## src/rtl/seven_segment_capture.sv

```systemverilog
// Receive-side monitor for a multiplexed seven-segment display. Each digit slot
// must hold steady for a number of cycles, then its pattern is decoded to hex.
// Once the eighth digit arrives, the assembled frame is published.
module seven_segment_capture #(
  parameter int unsigned SETTLE_CYCLES = 4
) (
  input  logic        clock,
  input  logic        resetN,
  input  logic [7:0]  segmentEnableN,
  input  logic [7:0]  digitEnableN,
  output logic [31:0] data,
  output logic [7:0]  pointMask,
  output logic [7:0]  digitValid,
  output logic        frameValid,
  output logic        frameError
);

  typedef enum logic [1:0] {
    SLOT_BLANK,
    SLOT_SINGLE,
    SLOT_MULTI
  } slot_kind_e;

  localparam logic [7:0] SETTLE_LAST = 8'(SETTLE_CYCLES - 1);

  logic [15:0] sample_q, sample_d;
  logic [7:0]  cnt_q, cnt_d;
  logic        accepted_q, accepted_d;
  logic [31:0] sh_nib_q, sh_nib_d;
  logic [7:0]  sh_pt_q, sh_pt_d;
  logic [7:0]  sh_val_q, sh_val_d;
  logic [7:0]  seen_q, seen_d;
  logic        err_q, err_d;
  logic [31:0] data_q, data_d;
  logic [7:0]  point_q, point_d;
  logic [7:0]  valid_q, valid_d;
  logic        fv_q, fv_d;
  logic        fe_q, fe_d;

  logic        changed;
  logic        accept;
  logic [7:0]  seg_s;
  logic [7:0]  en_s;
  logic [3:0]  zeros;
  logic [2:0]  idx;
  slot_kind_e  kind;
  logic [4:0]  dec;
  logic        dec_ok;
  logic [3:0]  dec_nib;
  logic        pt_now;
  logic        digit_evt;
  logic        multi_evt;
  logic        publish;

  // Returns {ok, nibble}; unrecognised patterns decode to nibble 0 with ok=0.
  function automatic logic [4:0] decode(input logic [6:0] p);
    logic [4:0] r;
    case (p)
      7'h3F:   r = 5'h10;
      7'h06:   r = 5'h11;
      7'h5B:   r = 5'h12;
      7'h4F:   r = 5'h13;
      7'h66:   r = 5'h14;
      7'h6D:   r = 5'h15;
      7'h7D:   r = 5'h16;
      7'h07:   r = 5'h17;
      7'h7F:   r = 5'h18;
      7'h6F:   r = 5'h19;
      7'h77:   r = 5'h1A;
      7'h7C:   r = 5'h1B;
      7'h39:   r = 5'h1C;
      7'h5E:   r = 5'h1D;
      7'h79:   r = 5'h1E;
      7'h71:   r = 5'h1F;
      default: r = 5'h00;
    endcase
    return r;
  endfunction

  // Stability filter: the counter holds (run length - 1) of the current sample.
  always_comb begin
    sample_d   = {digitEnableN, segmentEnableN};
    changed    = (sample_d != sample_q);
    accept     = (cnt_q == SETTLE_LAST) && !accepted_q;
    if (changed) begin
      cnt_d      = '0;
      accepted_d = 1'b0;
    end else begin
      cnt_d      = (cnt_q == 8'hFF) ? cnt_q : cnt_q + 8'd1;
      accepted_d = accepted_q | accept;
    end
  end

  always_comb begin
    seg_s = sample_q[7:0];
    en_s  = sample_q[15:8];
    zeros = '0;
    idx   = '0;
    for (int unsigned i = 0; i < 8; i++) begin
      if (!en_s[i]) begin
        zeros = zeros + 4'd1;
        idx   = 3'(i);
      end
    end
    if (zeros == 4'd0)      kind = SLOT_BLANK;
    else if (zeros == 4'd1) kind = SLOT_SINGLE;
    else                    kind = SLOT_MULTI;

    dec     = decode(~seg_s[6:0]);
    dec_ok  = dec[4];
    dec_nib = dec[3:0];
    pt_now  = ~seg_s[7];

    digit_evt = accept && (kind == SLOT_SINGLE);
    multi_evt = accept && (kind == SLOT_MULTI);
    publish   = digit_evt && (idx == 3'd7);
  end

  always_comb begin
    sh_nib_d = sh_nib_q;
    sh_pt_d  = sh_pt_q;
    sh_val_d = sh_val_q;
    seen_d   = seen_q;
    err_d    = err_q | multi_evt;
    data_d   = data_q;
    point_d  = point_q;
    valid_d  = valid_q;
    fv_d     = 1'b0;
    fe_d     = 1'b0;

    if (digit_evt) begin
      sh_nib_d[{idx, 2'b00} +: 4] = dec_nib;
      sh_pt_d[idx]                = pt_now;
      sh_val_d[idx]               = dec_ok;
      seen_d[idx]                 = 1'b1;
      err_d                       = err_q | !dec_ok;
    end

    // Digit 7 closes the frame: its fresh decode bypasses the shadow registers,
    // and digits not seen in this frame publish their stale nibble as invalid.
    if (publish) begin
      data_d  = {dec_nib, sh_nib_q[27:0]};
      point_d = {pt_now, sh_pt_q[6:0]};
      valid_d = {dec_ok, sh_val_q[6:0] & seen_q[6:0]};
      fv_d    = 1'b1;
      fe_d    = err_q | ~(&seen_q[6:0]) | !dec_ok;
      seen_d  = '0;
      err_d   = 1'b0;
    end
  end

  always_ff @(posedge clock) begin
    if (!resetN) begin
      sample_q   <= '0;
      cnt_q      <= '0;
      accepted_q <= 1'b0;
      sh_nib_q   <= '0;
      sh_pt_q    <= '0;
      sh_val_q   <= '0;
      seen_q     <= '0;
      err_q      <= 1'b0;
      data_q     <= '0;
      point_q    <= '0;
      valid_q    <= '0;
      fv_q       <= 1'b0;
      fe_q       <= 1'b0;
    end else begin
      sample_q   <= sample_d;
      cnt_q      <= cnt_d;
      accepted_q <= accepted_d;
      sh_nib_q   <= sh_nib_d;
      sh_pt_q    <= sh_pt_d;
      sh_val_q   <= sh_val_d;
      seen_q     <= seen_d;
      err_q      <= err_d;
      data_q     <= data_d;
      point_q    <= point_d;
      valid_q    <= valid_d;
      fv_q       <= fv_d;
      fe_q       <= fe_d;
    end
  end

  assign data       = data_q;
  assign pointMask  = point_q;
  assign digitValid = valid_q;
  assign frameValid = fv_q;
  assign frameError = fe_q;

endmodule
```

## config.mk

```make
export PLATFORM = sky130hd
export DESIGN_NAME = seven_segment_capture
export DESIGN_NICKNAME = d
export VERILOG_FILES = /design/src/rtl/seven_segment_capture.sv
export SDC_FILE = /design/constraint.sdc
export NUM_CORES = 1
export LEC_CHECK = 0
export ABC_AREA = 1
export BUFFER_PORTS_ARGS = -buffer_cell sky130_fd_sc_hd__buf_2
export CAP_MARGIN = 20
export CORE_UTILIZATION = 63
export CTS_CLUSTER_SIZE = 30
export DETAILED_ROUTE_END_ITERATION = 16
export GPL_TIMING_DRIVEN = 1
export PLACE_DENSITY = 0.85
export REMOVE_ABC_BUFFERS = 1
export SETUP_SLACK_MARGIN = 0.15
export SLEW_MARGIN = 20
export SYNTH_ARGS = -nofsm -noshare
export SYNTH_HDL_FRONTEND = slang
export SYNTH_SLANG_ARGS = --single-unit
```

## constraint.sdc

```tcl
create_clock -name clock -period 14.24 [get_ports clock]
set_input_delay 0.712 -clock clock [delete_from_list [all_inputs] [get_ports clock]]
set_output_delay 0.712 -clock clock [all_outputs]
set_load 0.02 [all_outputs]
```

# [Word-level counts from Yosys, hierarchy flattened]
# Index checks and enable logic that the tools add are counted.
[totals] output_inout_bits=50 reg_bits=132 word_cells=97 inputBits=18
[op_classes] mux=25 bitwise=11 eq_ne=23 reduce_logical=12 n_lt_le_gt_ge=2 shifts=2 add_sub_neg=9
[ops] op="$eq 7x7->1 const B" n=12
[ops] op="$pmux 5 s16" n=1
[ops] op="$bwmux 32" n=1
[ops] op="$shift 4x7->32 const A" n=1
[ops] op="$shiftx 4x7->32" n=1
[ops] op="$add 4x1->4 const B" n=7
[ops] op="$mux 4" n=7
[ops] op="$mux 3" n=6
[ops] op="$bwmux 8" n=2
[ops] op="$ne 16x16->1" n=1
[ops] op="$eq 7x3->1 const B" n=2
[ops] op="$eq 7x6->1 const B" n=2
[ops] op="$add 8x1->8 const B" n=1
[ops] op="$eq 8x2->1 const B" n=1
[ops] op="$eq 8x8->1 const B" n=1
[ops] op="$or 8x8->8" n=1
[ops] op="$and 7x7->7" n=1
[ops] op="$neg 5->7" n=1
[ops] op="$not 7->7" n=1
[ops] op="$reduce_and 7->1" n=1
[ops] op="$logic_and 1x1->1" n=5
[ops] op="$mux 1" n=5
[ops] op="$or 1x1->1" n=5
[ops] op="$eq 4x1->1 const B" n=1
[ops] op="other kinds (12)" n=17

# [Longest topological paths before layout]
# Gate-level depths: netlist (run 1).
[depth] ltp_word=22 ltp_mapped=32 mapped_depth_nobuf=30

# [Worst setup path before layout (run 1)]
# OpenSTA, ideal clock, no wires.
[synth_path] kind="register to register" from="register sample_q[8]" to="register data_q[12] (netlist: data[12])" arrival_time_ns=4.483 setup_time_ns=0.113 synth_period_minus_slack_ns=4.595 n_path_buf=2 setup_slack_ns=9.645 path_stages_with_launch=29 t_required_ns=14.127 cell_sequence="dfxtp_1 -> inv_1 -> ha_1 -> nand2_1 -> nand2_2 -> ha_1 -> nand2_1 -> nand2_1 -> ha_1 -> or2_2 -> nand2_1 -> inv_1 -> ha_1 -> nand2_1 -> nand2_1 -> ha_1 -> or2_2 -> nand2_1 -> inv_1 -> ha_1 -> or2_2 -> a21oi_4 -> nand4_4 -> nand2_4 -> inv_2 -> buf_6 -> buf_6 -> nand2_1 -> nand2_1"
[synth_between] elab_chain_cells=21 elab_cells_between_ends=22 classes_between="add/sub: 7; eq/ne: 2; mux: 10; reduce/logical: 3"
[synth_lines] element="from (decl)" line_no="26" rtl="logic [15:0] sample_q, sample_d;"
[synth_lines] element="from (signal assigned)" line_no="168" rtl="sample_q <= sample_d;"
[synth_lines] element="$mux 1 (*)" line_no="100" rtl="if (!en_s[i]) begin"
[synth_lines] element="$add 4x1->4" line_no="101" rtl="zeros = zeros + 4'd1;"
[synth_lines] element="$mux 4 (*)" line_no="100"
[synth_lines] element="$add 4x1->4" line_no="101"
[synth_lines] element="$mux 4 (*)" line_no="100"
[synth_lines] element="$add 4x1->4" line_no="101"
[synth_lines] element="$mux 4 (*)" line_no="100"
[synth_lines] element="$add 4x1->4" line_no="101"
[synth_lines] element="[... 5 more ...]"
[synth_lines] element="$add 4x1->4" line_no="101"
[synth_lines] element="$mux 4 (*)" line_no="100"
[synth_lines] element="$eq 4x1->1" line_no="106" rtl="else if (zeros == 4'd1) kind = SLOT_SINGLE;"
[synth_lines] element="$mux 2" line_no="106"
[synth_lines] element="$mux 2 (*)" line_no="105" rtl="if (zeros == 4'd0) kind = SLOT_BLANK;"
[synth_lines] element="$eq 2x1->1 (*)" line_no="114" rtl="digit_evt = accept && (kind == SLOT_SINGLE);"
[synth_lines] element="$logic_and 1x1->1 (*)" line_no="114"
[synth_lines] element="$logic_and 1x1->1 (*)" line_no="116" rtl="publish = digit_evt && (idx == 3'd7);"
[synth_lines] element="to (signal assigned)" line_no="176" rtl="data_q <= data_d;"
[synth_lines] element="to (decl)" line_no="34" rtl="logic [31:0] data_q, data_d;"
# Mark *: on every way between the ends. The rest lies on a longest branch, timed or not.
# A chain may end at the register's enable or synchronous reset.

# [Worst setup path in the final report (run 1)]
# Ends and elaborated chain as after synthesis.

==> results.yml, run 1 <==
finish:
  fin_cells: 1114
  final_cell_mix: "337 x nand2_1, 129 x inv_1, 125 x dfxtp_1"
  syn2layout_area_growth_pct: 15.84
  final_common_cell: "nand2_1"
  layout-drive-gt1-share_pct: 12.89
  layout.nets: 1001
  diodes: 0
clocking:
  postCtsSetupRepairBufs: 0
  cts_hold_buf: 0
  cts_tree: "built"
  root_buffer: "clkbuf_8"
  insertion_delay_ns: 0.53
  cts_resized: 0
  cts_inserted_buffers: 17
  cts_num_sinks: 125
  clockBufferDepth: 2
  clk_pin_slew_ns: 0.06
  cts_htree_levels: 4
setup_path:
  cp.arrival_ns: 6.08
  required_ns: 14.71
  cp-end-kind: "flip-flop"
  cpLargestDelayFamily: "simple AND/OR/NAND/NOR gates"
  r2r_slack_ns: 8.63
  cp-start-kind: "flip-flop"
  max_stage_delay_ns: 0.81
  critical_path_class: "reg2reg"
  path_max_fanout: 49
  crit_buf_inv: 3
  slowest_stage: "nor2_4"
  timing.critical_path.mode_cell: "nand2_1"
die:
  std_cell_rows: 35
  start_util_pct: 65.32
  pin_count: 68
  dieArea_um2: 9976
  die_w_um: 99.88
  die_h_um: 99.88
  core-area_um2: 9240
drt:
  drt-pass1-iter-count: 5
  wl_per_cell_um: 11.86
  drtAntennaViolNets: 0
  drt_wl_total_um: 13210
  num_vias: 5668
  drc: 0
  drt_iter0_drc: 320
  vias_per_cell: 5.088
hold_path:
  min_path_type: "in2reg"
yosys:
  netlist_instances: 911
  synthAdderAreaFrac_pct: 2.280
  synthDistinctLibCells: 34
  synth_enable_flop_cells: 0
  synth_xor_area_share_pct: 1.036
  async_reset_ff_share_pct: 0
  synthFlopType: "dfxtp_1"
  yosys_warnings: 0
  ys_ff_latch: 125
  synthMuxAreaShare_pct: 0
  synth_top_family_by_area: "simple AND/OR/NAND/NOR gates"
  synth-simple-area-share_pct: 37.83
  synth_compound_area_share_pct: 6.737
  syn-cell-area_um2: 6036
  syn_avg_cell_area_um2: 6.625
  seq_area_frac_synth_pct: 41.46
placement:
  dpl.cell_count: 1082
  port_buffers: 67
  place.gp.congestion: 0.8776
  hpwl_um: 8632
global_route:
  grt.total_usage_pct: 28.16
  grt_max_degree: 50
  grt_pass1_wl_um: 22400
  grt_pass1_vias: 5188
  antenna_found_initial: 0
  grt_remaining_overflow: 0
outcome:
  status: "complete, no violations"
sta:
  worstMarginPinSlew_ns: 1.031
  finalClockSkew_ns: 0.007920
  setup_tns_ns: 0
  slew_headroom_pct: 31.08
  post-route-period-util_pct: 39.37
  rsz0062_at_grt: "false"
  finalHoldViolations: 0
  setup-violations-final: 0
  drv_slew: 0
  fmax_mhz: 178.4
  period_needed_ns: 5.606
flow_run:
  cap_violations: 0
pwr:
  ir_drop_uv: 81.27
  power_density_nw_per_um2: 128.1
  leakagePower_nw: 3.526
## per-layer routing
layer / GRT usage (%) / vias to the layer above / part of all wire (%) / wire, um
met5: 0 / - / 0 / 0
met4: 13.12 / 0 / 2.3 / 305
met3: 5.919 / 32 / 4.2 / 555
met2: 49.23 / 144 / 49 / 6429
met1: 33.02 / 2519 / 45 / 5919
li1: - / 2973 / - / -
## power by group
part | internal, W | total [W] | switching [W]
Combinational | 0.0000313 | 0.000107 | 0.0000761
Sequential | 0.000352 | 0.000356 | 0.00000341
Clock | 0.000256 | 0.000432 | 0.000177
Total | 0.000639 | 0.000895 | 0.000256
## worst paths after layout
| check | startpoint | endpoint | cells past startpoint |
|---|---|---|---|
| max | sample_q[8] | data[12] | 25 |
| min | segmentEnableN[2] | sample_q[2] | 3 |
| max reg2reg | sample_q[8] | data[12] | 25 |
| min reg2reg | data[0] | data[0] | 2 |
## per-stage QoR
| step | power, W | hold WS [ns] | setup WS (ns) | utilization [%] | cell area [um^2] |
|---|---|---|---|---|---|
| final | 0.0008955 | 0.3858 | 8.634 | 75.67 | 6992 |
| after global routing | 0.0009278 | 0.3853 | 8.158 | 75.67 | 6992 |
| after CTS | 0.0008959 | 0.3816 | 8.605 | 75.67 | 6992 |
| after detailed placement | 0.0004674 | 0.4267 | 8.668 | 69.26 | 6400 |
| after global placement | 0.0004648 | 0.4223 | 8.804 | 69.26 | 6400 |
| after floorplan | 0.0004422 | 0.4259 | 9.324 | - | 5896 |
## synthesized netlist by cell type (4+ instances only)
cell / n / share of area (%)
nand4_1: 29 / 3.0
or2_2: 8 / 0.83
inv_1: 129 / 8.0
nand3_1: 41 / 3.4
nor3_1: 24 / 2.0
a21oi_1: 43 / 3.6
nor2_1: 79 / 4.9
nor4_1: 4 / 0.41
nand3_2: 4 / 0.66
dfxtp_1: 125 / 41
o21ai_0: 18 / 1.5
ha_1: 11 / 2.3
nand2_1: 337 / 21
nand2_2: 6 / 0.62
buf_2: 13 / 1.1
a211oi_1: 5 / 0.62
clkbuf_1: 9 / 0.56
## kinds of logic (layout without fill, tap and decap cells)
kind of cell    after synthesis  in the layout
flops                       125            125
fa+ha+maj                    11             11
simple gates                537            537
compound gates               73             73
buf+inv                     160            234
xor+xnor                      5              5
## tightest hold or removal path, cell delays in order
cell and delay, ns:
buf_2 0.09, nand2_1 0.05, inv_1 0.04
## final cells by class
cell class,count,area (um^2)
Multi-Input combinational cell,626,2890
Sequential cell,125,2502
Fill cell,737,2248
Inverter,134,503.0
Clock buffer,17,414.1
Timing Repair Buffer,68,342.8
Clock inverter,15,177.7
Tap cell,129,161.4
## state kept, by name, indices dropped and copies added, names as in the netlist
name and count:
frameError 1, cnt_q 8, sh_nib_q 28, sh_val_q 7, data 32, pointMask 8
err_q 1, seen_q 7, sample_q 16, frameValid 1, accepted_q 1, digitValid 8
sh_pt_q 7
Power figures use the tool's default switching activity.
==> run 2: changes to the inputs <==
--- a/config.mk
+++ b/config.mk
@@ -5,14 +5,14 @@
 export SDC_FILE = /design/constraint.sdc
 export NUM_CORES = 1
 export LEC_CHECK = 0
-export ABC_AREA = 1
+export ABC_AREA = 0
 export BUFFER_PORTS_ARGS = -buffer_cell sky130_fd_sc_hd__buf_2
 export CAP_MARGIN = 20
-export CORE_UTILIZATION = 63
+export CORE_UTILIZATION = 58
 export CTS_CLUSTER_SIZE = 30
 export DETAILED_ROUTE_END_ITERATION = 16
 export GPL_TIMING_DRIVEN = 1
-export PLACE_DENSITY = 0.85
+export PLACE_DENSITY = 0.79
 export REMOVE_ABC_BUFFERS = 1
 export SETUP_SLACK_MARGIN = 0.15
 export SLEW_MARGIN = 20
==> constraint.sdc (replaced) <==
create_clock -name clock -period 5.7 [get_ports clock]
set_input_delay 0.285 -clock clock [delete_from_list [all_inputs] [get_ports clock]]
set_output_delay 0.285 -clock clock [all_outputs]
set_load 0.02 [all_outputs]
==> results.yml, run 2 <==
die:
  core-area_um2: 9864
  die_w_um: 103.4
  start_util_pct: 60.44
  std_cell_rows: 36
  dieArea_um2: 10690
  die_h_um: 103.4
  pin_count: 68
setup_path:
  slowest_stage: "ha_1"
  cp-start-kind: "flip-flop"
  cp-end-kind: "flip-flop"
  required_ns: 6.07
  max_stage_delay_ns: 0.35
  cp.arrival_ns: 5.73
  cpLargestDelayFamily: "simple AND/OR/NAND/NOR gates"
  path_max_fanout: 14
  timing.critical_path.mode_cell: "ha_1"
  critical_path_class: "reg2reg"
  crit_buf_inv: 3
yosys:
  synth_enable_flop_cells: 0
  syn_avg_cell_area_um2: 9.172
  synthFlopType: "dfxtp_1"
  seq_area_frac_synth_pct: 41.97
  synth_common_cells: "125 x dfxtp_1, 80 x nor2_1, 76 x mux2i_1"
  synth_top_cell_area_share_pct: 41.97
  yosysTopAreaCell: "dfxtp_1"
  synth_area_leaders: "dfxtp_1 42%, mux2i_1 13%, nor2_1 5.0%"
  syn-cell-area_um2: 5962
  yosys_warnings: 0
  netlist_instances: 650
  ys_ff_latch: 125
  async_reset_ff_share_pct: 0
  synthDistinctLibCells: 59
  yosysMostFrequentCell: "dfxtp_1"
clocking:
  cts_htree_levels: 4
  root_buffer: "clkbuf_8"
  clockBufferDepth: 2
  clk_pin_slew_ns: 0.06
  insertion_delay_ns: 0.52
  cts_num_sinks: 125
  cts_tree: "built"
  cts_inserted_buffers: 17
drt:
  drtAntennaViolNets: 0
  drt-pass1-iter-count: 5
  wl_per_cell_um: 16.94
  vias_per_cell: 5.892
  drt_iter0_drc: 257
  num_vias: 5126
  drc: 0
  drt_wl_total_um: 14740
finish:
  final_cell_mix: "122 x dfxtp_1, 76 x nor2_1, 74 x mux2i_1"
  final_common_cell: "dfxtp_1"
  fill_cells: 661
  fin_cells: 870
  multi_input_area_um2: 3249
  largest_register_ffs: 32
  utilization_pct: 73.71
  regArea_um2: 2506
  diodes: 0
  layout-drive-gt1-share_pct: 20.22
  syn2layout_area_growth_pct: 21.95
  layout.nets: 754
placement:
  port_buffers: 67
  dpl.cell_count: 819
  hpwl_um: 9286
  place.gp.congestion: 0.8995
  place_ws_ns: 0.1786
global_route:
  antenna_found_initial: 0
  grt.total_usage_pct: 28.27
  grt_remaining_overflow: 0
  grt_max_degree: 69
  grt_pass1_vias: 4727
  grt_pass1_wl_um: 22960
sta:
  drv_slew: 0
  period_needed_ns: 5.357
  slew_headroom_pct: 32.02
  post-route-period-util_pct: 93.99
  finalClockSkew_ns: 0.007616
  setup-violations-final: 0
  worstMarginPinSlew_ns: 1.009
  finalHoldViolations: 0
  fmax_mhz: 186.7
  rsz0062_at_grt: "true"
  worst_slack_ns: 0.3429
hold_path:
  min_path_type: "in2reg"
pwr:
  leakagePower_nw: 2.983
  ir_drop_uv: 254.9
  power_density_nw_per_um2: 330.6
outcome:
  status: "complete, no violations"
flow_run:
  cap_violations: 0
## run 2: cell count changes after synthesis, moves of 8 or more
cell,delta
nand2b_1,+8
mux2i_1,+76
inv_1,-110
nand3_1,-17
a21oi_1,-24
xnor2_1,+26
buf_2,-10
nand2_1,-288
nand4_1,-16
clkbuf_1,+22
and2_1,+18
## run 2: per-stage QoR
step	area (um^2)	hold slack, ns	power [W]	setup TNS [ns]
2_1_floorplan	5756	0.4067	0.001165	-56.87
6_report	7271	0.01971	0.002404	0
4_1_cts	7092	0.001189	0.002376	0
5_1_grt	7271	0.005138	0.002494	0
3_5_place_dp	6365	0.4529	0.001240	0
3_3_place_gp	6365	0.4457	0.001225	0
## run 2: area by class of cell
type / instances / share of cell area (%)
Multi-Input combinational cell: 465 / 44.69
Sequential cell: 125 / 34.47
Timing Repair Buffer: 97 / 8.914
Clock buffer: 22 / 6.505
Tap cell: 133 / 2.289
Clock inverter: 9 / 2.151
Inverter: 19 / 0.9809
## run 2: logic make-up (layout without fill, tap and decap cells)
group | Yosys count | in the layout | synth area share, %
adder cells (fa/ha/maj) | 11 | 11 | 2.308
flip-flops | 125 | 125 | 41.97
AO/OA/AOI/OAI | 95 | 95 | 11.73
AND/OR/NAND/NOR | 249 | 249 | 20.61
buffers and inverters | 60 | 147 | 4.659
multiplexers | 76 | 76 | 12.76
XOR/XNOR | 34 | 34 | 5.960
## run 2: final timing paths
check	from	end	slack [ns]	depth (start not counted)
worst max register to register	sample_q[8]	data[11]	0.34	27
worst max-delay path	sample_q[8]	data[11]	0.34	27
worst min register to register	accepted_q	accepted_q	0.46	2
worst min-delay path	segmentEnableN[7]	sample_q[7]	0.02	2
## run 2: where the power goes
group          total (W)  switching, W  internal [W]
clock network    0.00113      0.000377      0.000756
logic           0.000369      0.000210      0.000160
registers       0.000902     0.0000211      0.000881
## run 2: worst reg2reg max path: cells and delay by family (launching register included)
family	cells	cell delay [ns]
and+or+nand+nor	13	1.92
DFF	1	0.33
buffers and inverters	3	0.45
AOI/OAI and AO/OA	4	0.57
muxes	1	0.25
adders and majority gates	6	1.69
## run 2: per-layer routing
layer	part of all wire, %	vias up	global-route usage (%)	wire length [um]
met5	0	-	0	0
met4	2.4	0	12.57	349
met3	5.3	37	7.325	781
met2	50	178	47.48	7369
met1	42	2454	34.11	6236
li1	-	2457	-	-
## run 2: what timing repair did
action | 4_1_cts | 5_1_grt
setup endpoints to repair | 14 | 94
endpoints found under the hold margin | 8 | 0
pin swaps | 2 | 5
resized for setup | 1 | 17
buffers inserted | 2 | 8
hold buffers | 8 | 0
cloned | 0 | 2
